===== config.mk =====
export PLATFORM = sky130hd
export DESIGN_NAME = crossroad_sequencer
export DESIGN_NICKNAME = d
export VERILOG_FILES = /design/src/rtl/tls_pkg.sv /design/src/rtl/lamp_decode.sv /design/src/rtl/crossroad_sequencer.sv
export SDC_FILE = /design/constraint.sdc
export NUM_CORES = 1
export LEC_CHECK = 0
export ABC_CLOCK_PERIOD_IN_PS = 5800
export CAP_MARGIN = 5
export CORE_ASPECT_RATIO = 1.2
export CORE_MARGIN = 2
export CORE_UTILIZATION = 40
export CTS_BUF_LIST = sky130_fd_sc_hd__clkbuf_8
export CTS_CLUSTER_DIAMETER = 150
export DETAILED_ROUTE_END_ITERATION = 8
export PLACE_DENSITY = 0.61
export SETUP_SLACK_MARGIN = 0.15
export SLEW_MARGIN = 20
export SYNTH_ARGS = -nofsm -noshare
export SYNTH_HDL_FRONTEND = slang
export SYNTH_HIERARCHICAL = 1
export SYNTH_SLANG_ARGS = --single-unit
export TNS_END_PERCENT = 30

===== constraint.sdc =====
create_clock -name time_signal -period 5.8 [get_ports time_signal]
set_clock_uncertainty 0.05 [all_clocks]
set_input_delay 1.16 -clock time_signal [delete_from_list [all_inputs] [get_ports time_signal]]
set_output_delay 1.16 -clock time_signal [all_outputs]
set_load 0.01 [all_outputs]

===== src/rtl/tls_pkg.sv =====
// Shared definitions for the crossroad sequencer.
// Holds the phase codes, the default phase durations in half-second ticks
// and the active-low lamp levels.
package tls_pkg;

  // Phase codes as they appear on the debug phase output.
  typedef enum logic [3:0] {
    PhAr1 = 4'd0,
    PhMg  = 4'd1,
    PhMb  = 4'd2,
    PhMy  = 4'd3,
    PhAr2 = 4'd4,
    PhSg  = 4'd5,
    PhSb  = 4'd6,
    PhSy  = 4'd7,
    PhNt  = 4'd8
  } phase_e;

  // Default durations, in ticks.
  localparam int unsigned DEF_MAIN_GREEN_T = 52;
  localparam int unsigned DEF_MAIN_MIN_T   = 20;
  localparam int unsigned DEF_SIDE_GREEN_T = 30;
  localparam int unsigned DEF_BLNK_T       = 8;
  localparam int unsigned DEF_YELLOW_T     = 6;
  localparam int unsigned DEF_ALL_RED_T    = 4;

  // Board LEDs are wired active-low.
  localparam logic LAMP_ON  = 1'b0;
  localparam logic LAMP_OFF = 1'b1;

endpackage


===== src/rtl/lamp_decode.sv =====
// Lamp decoder for the crossroad sequencer.
// Turns the next phase and the next timer LSB into the seven active-low lamp
// drives and registers them, so the lamps change on the same edge as the phase.
// Ports:
//   time_signal  half-second tick clock
//   reset        asynchronous, active-low reset
//   phase_nxt    phase that takes effect on the coming edge
//   blink_nxt    timer[0] that takes effect on the coming edge (0 = blink lamp lit)
//   main_*/side_*  head lamps, active-low
//   ped_walk     walk lamp, active-low
module lamp_decode
  import tls_pkg::*;
(
  input  logic   time_signal,
  input  logic   reset,
  input  phase_e phase_nxt,
  input  logic   blink_nxt,
  output logic   main_red,
  output logic   main_yellow,
  output logic   main_green,
  output logic   side_red,
  output logic   side_yellow,
  output logic   side_green,
  output logic   ped_walk
);

  logic main_red_d, main_yellow_d, main_green_d;
  logic side_red_d, side_yellow_d, side_green_d;
  logic ped_walk_d;
  logic blink_lit;

  assign blink_lit = (blink_nxt == 1'b0);

  always_comb begin
    main_red_d    = LAMP_OFF;
    main_yellow_d = LAMP_OFF;
    main_green_d  = LAMP_OFF;
    side_red_d    = LAMP_OFF;
    side_yellow_d = LAMP_OFF;
    side_green_d  = LAMP_OFF;
    ped_walk_d    = LAMP_OFF;
    case (phase_nxt)
      PhMg: begin
        main_green_d = LAMP_ON;
        side_red_d   = LAMP_ON;
      end
      PhMb: begin
        main_green_d = blink_lit ? LAMP_ON : LAMP_OFF;
        side_red_d   = LAMP_ON;
      end
      PhMy: begin
        main_yellow_d = LAMP_ON;
        side_red_d    = LAMP_ON;
      end
      PhSg: begin
        main_red_d   = LAMP_ON;
        side_green_d = LAMP_ON;
        ped_walk_d   = LAMP_ON;
      end
      PhSb: begin
        main_red_d   = LAMP_ON;
        side_green_d = blink_lit ? LAMP_ON : LAMP_OFF;
      end
      PhSy: begin
        main_red_d    = LAMP_ON;
        side_yellow_d = LAMP_ON;
      end
      PhNt: begin
        main_yellow_d = blink_lit ? LAMP_ON : LAMP_OFF;
        side_yellow_d = blink_lit ? LAMP_ON : LAMP_OFF;
      end
      // All-red phases and any stray code show both reds.
      default: begin
        main_red_d = LAMP_ON;
        side_red_d = LAMP_ON;
      end
    endcase
  end

  always_ff @(posedge time_signal or negedge reset) begin
    if (!reset) begin
      main_red    <= LAMP_ON;
      main_yellow <= LAMP_OFF;
      main_green  <= LAMP_OFF;
      side_red    <= LAMP_ON;
      side_yellow <= LAMP_OFF;
      side_green  <= LAMP_OFF;
      ped_walk    <= LAMP_OFF;
    end else begin
      main_red    <= main_red_d;
      main_yellow <= main_yellow_d;
      main_green  <= main_green_d;
      side_red    <= side_red_d;
      side_yellow <= side_yellow_d;
      side_green  <= side_green_d;
      ped_walk    <= ped_walk_d;
    end
  end

  // A lit green always faces a red on the other head, and both greens are never lit together.
  a_no_double_green: assert property (@(posedge time_signal) disable iff (!reset)
    !(main_green == LAMP_ON && side_green == LAMP_ON));
  a_main_green_side_red: assert property (@(posedge time_signal) disable iff (!reset)
    (main_green == LAMP_ON) |-> (side_red == LAMP_ON));
  a_side_green_main_red: assert property (@(posedge time_signal) disable iff (!reset)
    (side_green == LAMP_ON) |-> (main_red == LAMP_ON));

endmodule


===== src/rtl/crossroad_sequencer.sv =====
// Two-head crossroad sequencer with pedestrian walk lamp.
// Runs main green / blink / yellow, all-red, side green / blink / yellow, all-red.
// A latched pedestrian request shortens main green; night mode flashes both yellows.
// Ports:
//   time_signal  half-second tick clock
//   reset        asynchronous, active-low reset
//   ped_req      pedestrian button level, sampled each tick
//   night_mode   selects flashing-yellow operation (sampled at end of all-red)
//   main_*/side_*  head lamps, active-low
//   ped_walk     walk lamp, active-low
//   phase        current phase code, for debug
module crossroad_sequencer
  import tls_pkg::*;
#(
  parameter int unsigned MAIN_GREEN_T = DEF_MAIN_GREEN_T,
  parameter int unsigned MAIN_MIN_T   = DEF_MAIN_MIN_T,
  parameter int unsigned SIDE_GREEN_T = DEF_SIDE_GREEN_T,
  parameter int unsigned BLNK_T       = DEF_BLNK_T,
  parameter int unsigned YELLOW_T     = DEF_YELLOW_T,
  parameter int unsigned ALL_RED_T    = DEF_ALL_RED_T
) (
  input  logic       time_signal,
  input  logic       reset,
  input  logic       ped_req,
  input  logic       night_mode,
  output logic       main_red,
  output logic       main_yellow,
  output logic       main_green,
  output logic       side_red,
  output logic       side_yellow,
  output logic       side_green,
  output logic       ped_walk,
  output logic [3:0] phase
);

  // Last timer value of each phase: a phase of T ticks advances when timer == T-1.
  localparam logic [7:0] MgLast  = 8'(MAIN_GREEN_T - 1);
  localparam logic [7:0] MinLast = 8'(MAIN_MIN_T - 1);
  localparam logic [7:0] SgLast  = 8'(SIDE_GREEN_T - 1);
  localparam logic [7:0] BlLast  = 8'(BLNK_T - 1);
  localparam logic [7:0] YlLast  = 8'(YELLOW_T - 1);
  localparam logic [7:0] ArLast  = 8'(ALL_RED_T - 1);

  phase_e     phase_q, phase_d;
  logic [7:0] timer_q, timer_d;
  logic       ped_pending_q, ped_pending_d;
  logic       advance;
  logic       ped_any;

  // A request on the current tick counts as already latched.
  assign ped_any = ped_pending_q | ped_req;

  always_comb begin
    phase_d = phase_q;
    advance = 1'b0;
    case (phase_q)
      PhAr1: if (timer_q == ArLast) begin
        advance = 1'b1;
        phase_d = night_mode ? PhNt : PhMg;
      end
      PhMg: if (timer_q == MgLast || (ped_any && timer_q >= MinLast)) begin
        advance = 1'b1;
        phase_d = PhMb;
      end
      PhMb: if (timer_q == BlLast) begin
        advance = 1'b1;
        phase_d = PhMy;
      end
      PhMy: if (timer_q == YlLast) begin
        advance = 1'b1;
        phase_d = PhAr2;
      end
      PhAr2: if (timer_q == ArLast) begin
        advance = 1'b1;
        phase_d = night_mode ? PhNt : PhSg;
      end
      PhSg: if (timer_q == SgLast) begin
        advance = 1'b1;
        phase_d = PhSb;
      end
      PhSb: if (timer_q == BlLast) begin
        advance = 1'b1;
        phase_d = PhSy;
      end
      PhSy: if (timer_q == YlLast) begin
        advance = 1'b1;
        phase_d = PhAr1;
      end
      // Leave night only at the end of a dark half so the yellows never get a short flash.
      PhNt: if (!night_mode && timer_q[0]) begin
        advance = 1'b1;
        phase_d = PhAr1;
      end
      default: begin
        advance = 1'b1;
        phase_d = PhAr1;
      end
    endcase

    timer_d = advance ? 8'd0 : timer_q + 8'd1;

    // Entering side green serves the pedestrian; later requests wait for the next cycle.
    if (advance && phase_d == PhSg) begin
      ped_pending_d = 1'b0;
    end else begin
      ped_pending_d = ped_any;
    end
  end

  always_ff @(posedge time_signal or negedge reset) begin
    if (!reset) begin
      phase_q       <= PhAr1;
      timer_q       <= 8'd0;
      ped_pending_q <= 1'b0;
    end else begin
      phase_q       <= phase_d;
      timer_q       <= timer_d;
      ped_pending_q <= ped_pending_d;
    end
  end

  assign phase = phase_q;

  lamp_decode u_lamp_decode (
    .time_signal (time_signal),
    .reset       (reset),
    .phase_nxt   (phase_d),
    .blink_nxt   (timer_d[0]),
    .main_red    (main_red),
    .main_yellow (main_yellow),
    .main_green  (main_green),
    .side_red    (side_red),
    .side_yellow (side_yellow),
    .side_green  (side_green),
    .ped_walk    (ped_walk)
  );

endmodule


; ---- Word level (Yosys, flattened, before mapping)
; Cells that the tools add are included.
[classes]
bitwise = 1
n_eq_ne = 20
n_lt_le_gt_ge = 1
n_addsub = 1
n_reduce_logical = 11
n_mux = 29
[op_table]
columns = cell, n
row1 = $mux 4, 11
row2 = $pmux 4 s9, 1
row3 = $eq 4x3->1 const B, 7
row4 = $eq 4x2->1 const B, 4
row5 = $eq 8x3->1 const B, 2
row6 = $mux 1, 11
row7 = $add 8x1->8 const B, 1
row8 = $eq 4x1->1 const B, 2
row9 = $eq 4x4->1 const B, 2
row10 = $eq 8x2->1 const B, 1
row11 = $eq 8x5->1 const B, 1
row12 = $eq 8x6->1 const B, 1
row13 = $ge 8x5->1 const B, 1
row14 = $mux 8, 1
row15 = $pmux 1 s2, 4
row16 = $reduce_or 4->1, 2
row17 = $pmux 1 s6, 1
row18 = $reduce_or 2->1, 3
row19 = $logic_not 4->1, 1
row20 = $logic_and 1x1->1, 3
row21 = $logic_not 1->1, 1
row22 = $logic_or 1x1->1, 1
row23 = $or 1x1->1, 1
[word_totals]
out_inout_bits = 11
word_cells = 73
ff_bits = 20

; ---- Logic depth before layout (Yosys ltp)
[depth]
word_depth = 8
mapped_depth = 9
mapped_depth_nobuf = 8

; ---- By module
; Netlist, hierarchy kept.
[by_module_without_submodules]
columns = mod, seq_area_each_um2, instances, area_each_um2, cells_each
row1 = crossroad_sequencer, 325.3, 1, 900.9, 95
row2 = lamp_decode, 181.4, 1, 320.3, 28

; ---- Worst setup path before layout
; OpenSTA, ideal clock, no wires.
[synth_timing]
kind = input -> register
startpoint = input port ped_req
endpoint = register u_lamp_decode.side_yellow
setup_slack_ns = 2.617
setup_time_ns = 0.080
required_ns = 5.670
arrival_ns = 3.053
cell_stages = 7
cell_sequence = or2_2 > a31oi_1 > o31ai_1 > o211ai_1 > buf_6 > or4b_4 > o22a_1
[synth_via]
word_cells_on_any_way = 12
[synth_rtl]
columns = element, line_no
row1 = "start, declared", crossroad_sequencer.sv:24  ; input logic ped_req,
row2 = $or 1x1->1 (*), crossroad_sequencer.sv:51  ; assign ped_any = ped_pending_q | ped_req;
row3 = $logic_and 1x1->1 (*), crossroad_sequencer.sv:61  ; PhMg: if (timer_q == MgLast || (ped_any && timer_q >= MinLast)) begin
row4 = $logic_or 1x1->1 (*), crossroad_sequencer.sv:61
row5 = $mux 4 (*), crossroad_sequencer.sv:61
row6 = $pmux 4 s9 (*), crossroad_sequencer.sv:56  ; case (phase_q)
row7 = via phase_d[0], crossroad_sequencer.sv:44  ; phase_e phase_q, phase_d;
row8 = $eq 4x4->1 / $eq 4x3->1 (equally long branches), lamp_decode.sv:42  ; case (phase_nxt)
row9 = $pmux 1 s2 (*), lamp_decode.sv:42
row10 = via u_lamp_decode.side_yellow_d, lamp_decode.sv:28  ; logic side_red_d, side_yellow_d, side_green_d;
row11 = "end signal, assigned", lamp_decode.sv:94  ; side_yellow <= side_yellow_d;
row12 = "end, declared", lamp_decode.sv:22  ; output logic side_yellow,
; Mark *: on every way through the listed nets, which the timed path passes. The rest lies on a longest branch.

; ---- Final worst setup path
; Same ends and word-level chain as after synthesis.

==> parameters.txt <==
Parameter                              Value

Die
  Overall die height ... 64.5 um
  Total Die Area ... 3510 um^2
  Initial cell density of the core ... 42.6%
  Standard-cell row count ... 21
  Die X-Extent ... 54.4 um
  Placeable Area ... 2860 um^2
  Num ports ... 15

Logic synthesis
  Number of enable-type register cells in the synthesized netlist ... 0
  Synth top area cells ... sky130_fd_sc_hd__dfrtp_1, sky130_fd_sc_hd__dfstp_2, sky130_fd_sc_hd__a211oi_1, sky130_fd_sc_hd__xor2_1, sky130_fd_sc_hd__nand3_1
  Fraction of the yosys area taken by sequential cells ... 41.5%
  Area fraction of the dominant cell type after synthesis ... 30.7%
  Post-synthesis mux area share ... 2.56%
  List of most frequent post-synthesis cells ... sky130_fd_sc_hd__dfrtp_1, sky130_fd_sc_hd__a211oi_1, sky130_fd_sc_hd__nand2_1
  Synth Area in XOR/XNOR ... 4.30%
  Net count after synthesis ... 129
  Synth Cell Area ... 1220 um^2
  Count of mapped cells out of synthesis ... 123
  Main combinational cell family by area after synthesis ... simple AND/OR/NAND/NOR gates
  Yosys reg bits ... 20
  Primary FF master, synth ... sky130_fd_sc_hd__dfrtp_1
  Post-synthesis cell type with the largest combined area ... sky130_fd_sc_hd__dfrtp_1
  Post-synthesis adder-cell area fraction ... 2.05%
  Warnings, synthesis ... 6
  Compound-gate portion of the synthesized area ... 19.3%
  Simple-gate share of the synthesized area ... 25.4%
  Post-synthesis average cell area ... 9.93 um^2
  Fraction of registers with async set/reset ... 100%
  Top-count cell post-synth ... sky130_fd_sc_hd__dfrtp_1
  Number of distinct library cells after synthesis ... 51

Worst setup path
  Max stage delay on crit path ... 0.63 ns
  Cell type group with the largest total delay on the critical path ... compound AO/OA/AOI/OAI gates
  Critical path class ... primary input to register
  Slowest stage cell, crit path ... sky130_fd_sc_hd__or4b_4
  Maximum net fanout on the critical path ... 10
  CP Cell Sequence ... clkdlybuf4s50_1, or2_2, a31oi_1, o31ai_2, o211ai_1, or4b_4, o22a_1
  R2r setup slk ... 2.82 ns
  CP endpoint kind ... register
  Required time of the critical path ... 5.94 ns
  Worst path buffer plus inverter count ... 1
  Crit path launch type ... primary input
  Critical path arrival ... 3.61 ns

Drt
  Initial drt markers ... 18
  Number of nets with antenna violations after detailed routing ... 0
  Number of remaining DRC errors ... 0
  Via density ... 5.93
  Count of TritonRoute iterations in the first routing pass ... 4
  Sum of routed wire length over all layers ... 2620 um
  Vias ... 985
  Routed wirelength normalized by instance count ... 15.8 um

STA
  Fin Setup TNS ... 0 ns
  Relative max-transition margin ... 43.0%
  Min Tclk post-route ... 3.47 ns
  Achievable clock frequency ... 0.288 GHz
  Final setup violation count ... 0
  Share of the clock period used by the worst path ... 59.8%
  RSZ-0062 raised after global routing ... false
  Number of endpoints with negative hold slack in the final report ... 0
  Transition time of the tightest slew-check pin ... 0.853 ns
  Final Max Tran Viols ... 0

Cells and area
  Layout overhead on the synthesized area ... 17.5%
  Final nets ... 139
  Post-route cell area ... 1440 um^2
  Share of post-route cells with drive strength above 1 ... 15.9%
  Filler cell count in the final layout ... 265
  Total inserted antenna cells ... 0

Clock network
  Setup bufs post-CTS ... 0
  CTS HTree Levels ... 1
  Number of sinks handled by clock tree synthesis ... 20
  Max Root-Sink Buffers ... 2
  Clock transition time at the flip-flop clock pins of the worst setup and hold paths ... 0.08 ns
  Total CTS buffers ... 3
  Resize count post-CTS ... 0
  Clock tree from TritonCTS ... built
  Clk_lat worst skew ... 0.26 ns
  Total of hold buffers inserted after clock tree synthesis ... 0
  Cell at the root of the clock tree ... sky130_fd_sc_hd__clkbuf_8

Place
  Buffers on Ports ... 14
  Final weighted congestion of routability-driven global placement ... 0.797
  Cell Area, Placed ... 1360 um^2
  HPWL after DPL ... 1870 um

Min path
  Class of the worst hold path ... register to register

Global route
  Number of antenna violations at the first check in global routing ... 0
  Maximum number of pins on one net before global-route repair ... 21
  Via count of the first global-routing pass ... 912
  Wire length of the first global-routing pass ... 4280 um
  Global Route Usage Sum ... 16.6%
  Grt total ovfl ... 0

Run status
  Run status ... completed

Flow run
  Max-cap violations ... 0

Pwr
  Power density relative to cell area ... 489 nW/um^2
  Leakage power total ... 0.541 nW
  Worst VDD drop ... 0.000319 V
==> state kept, by name, summed over array words and instances (netlist names) <==
name,count
ped_pending_q,1
phase,4
timer_q,8
u_lamp_decode/main_green,1
u_lamp_decode/main_red,1
u_lamp_decode/main_yellow,1
u_lamp_decode/ped_walk,1
u_lamp_decode/side_green,1
u_lamp_decode/side_red,1
u_lamp_decode/side_yellow,1
==> logic make-up (layout without fill, tap and decap cells) <==
family / after synthesis / in the layout
adders and majority gates: 2 / 2
and+or+nand+nor: 49 / 49
AOI/OAI and AO/OA: 30 / 30
DFF: 20 / 20
buffers and inverters: 13 / 22
xor gates and xnor gates: 6 / 6
muxes: 3 / 3
==> worst paths after layout <==
path,start,endpoint,cells past startpoint
min in group asynchronous,reset,timer_q[4]$_DFF_PN0_,1
max in group asynchronous,reset,phase[2]$_DFF_PN0_,1
worst max register to register,timer_q[0]$_DFF_PN0_,u_lamp_decode/side_yellow$_DFF_PN1_,6
worst max-delay path,ped_req,u_lamp_decode/side_yellow$_DFF_PN1_,7
worst min-delay path,timer_q[0]$_DFF_PN0_,timer_q[0]$_DFF_PN0_,1
worst min register to register,timer_q[0]$_DFF_PN0_,timer_q[0]$_DFF_PN0_,1
==> cell usage in the layout, fill, tap and decap left out, drive strengths merged, types with 2 or more instances in the layout <==
| cell type | n |
|---|---|
| o22a | 2 |
| mux2i | 2 |
| nor3 | 4 |
| nand2 | 8 |
| xor2 | 5 |
| a21oi | 2 |
| and3 | 3 |
| nor2b | 3 |
| o211ai | 3 |
| or4 | 2 |
| clkdlybuf4s50 | 14 |
| dfstp | 5 |
| inv | 4 |
| or2 | 2 |
| dfrtp | 15 |
| nand3 | 6 |
| ha | 2 |
| a211oi | 8 |
| o21ai | 3 |
| clkbuf | 3 |
| nand3b | 2 |
| nor2 | 7 |
| nand2b | 2 |
| or4b | 2 |
| nor4 | 2 |
==> per-layer routing <==
metal	GRT usage, %	vias up	routed length, um
met1	22.0	483	1190
met5	0	-	0
li1	-	476	-
met4	4.69	0	19
met3	3.92	2	115
met2	26.5	24	1300
==> cell type report <==
| type | count | area (um^2) | area share (%) |
|---|---|---|---|
| clock buffers | 3 | 41.3 | 2.88 |
| clock inverters | 1 | 30.0 | 2.09 |
| inverters | 4 | 15.0 | 1.05 |
| multi-input cells | 90 | 659 | 45.9 |
| flip-flops and latches | 20 | 507 | 35.3 |
| well taps | 34 | 42.5 | 2.96 |
| repair buffers | 14 | 140 | 9.76 |
==> report_power, final <==
| group | leakage, nW | total [W] | switching (W) | internal, W |
|---|---|---|---|---|
| sequential | 0.243 | 0.000254 | 0.0000733 | 0.000180 |
| clock | 0.0357 | 0.000141 | 0.0000486 | 0.0000921 |
| combinational | 0.262 | 0.000307 | 0.000166 | 0.000141 |
| total | 0.541 | 0.000702 | 0.000288 | 0.000414 |
==> through the flow <==
step                hold slack [ns]  power [W]  setup slack, ns  util [%]  cells
floorplan                     0.482   0.000481             2.62         -    123
global placement              0.573   0.000548             1.75      47.4    162
detailed placement            0.588   0.000556             1.72      47.4    162
CTS                           0.601   0.000699             1.98      49.9    166
global route                  0.625   0.000752             2.13      50.1    166
finish                        0.611   0.000702             2.33      50.1    166
Note: power is estimated with default switching activity, not from simulation.
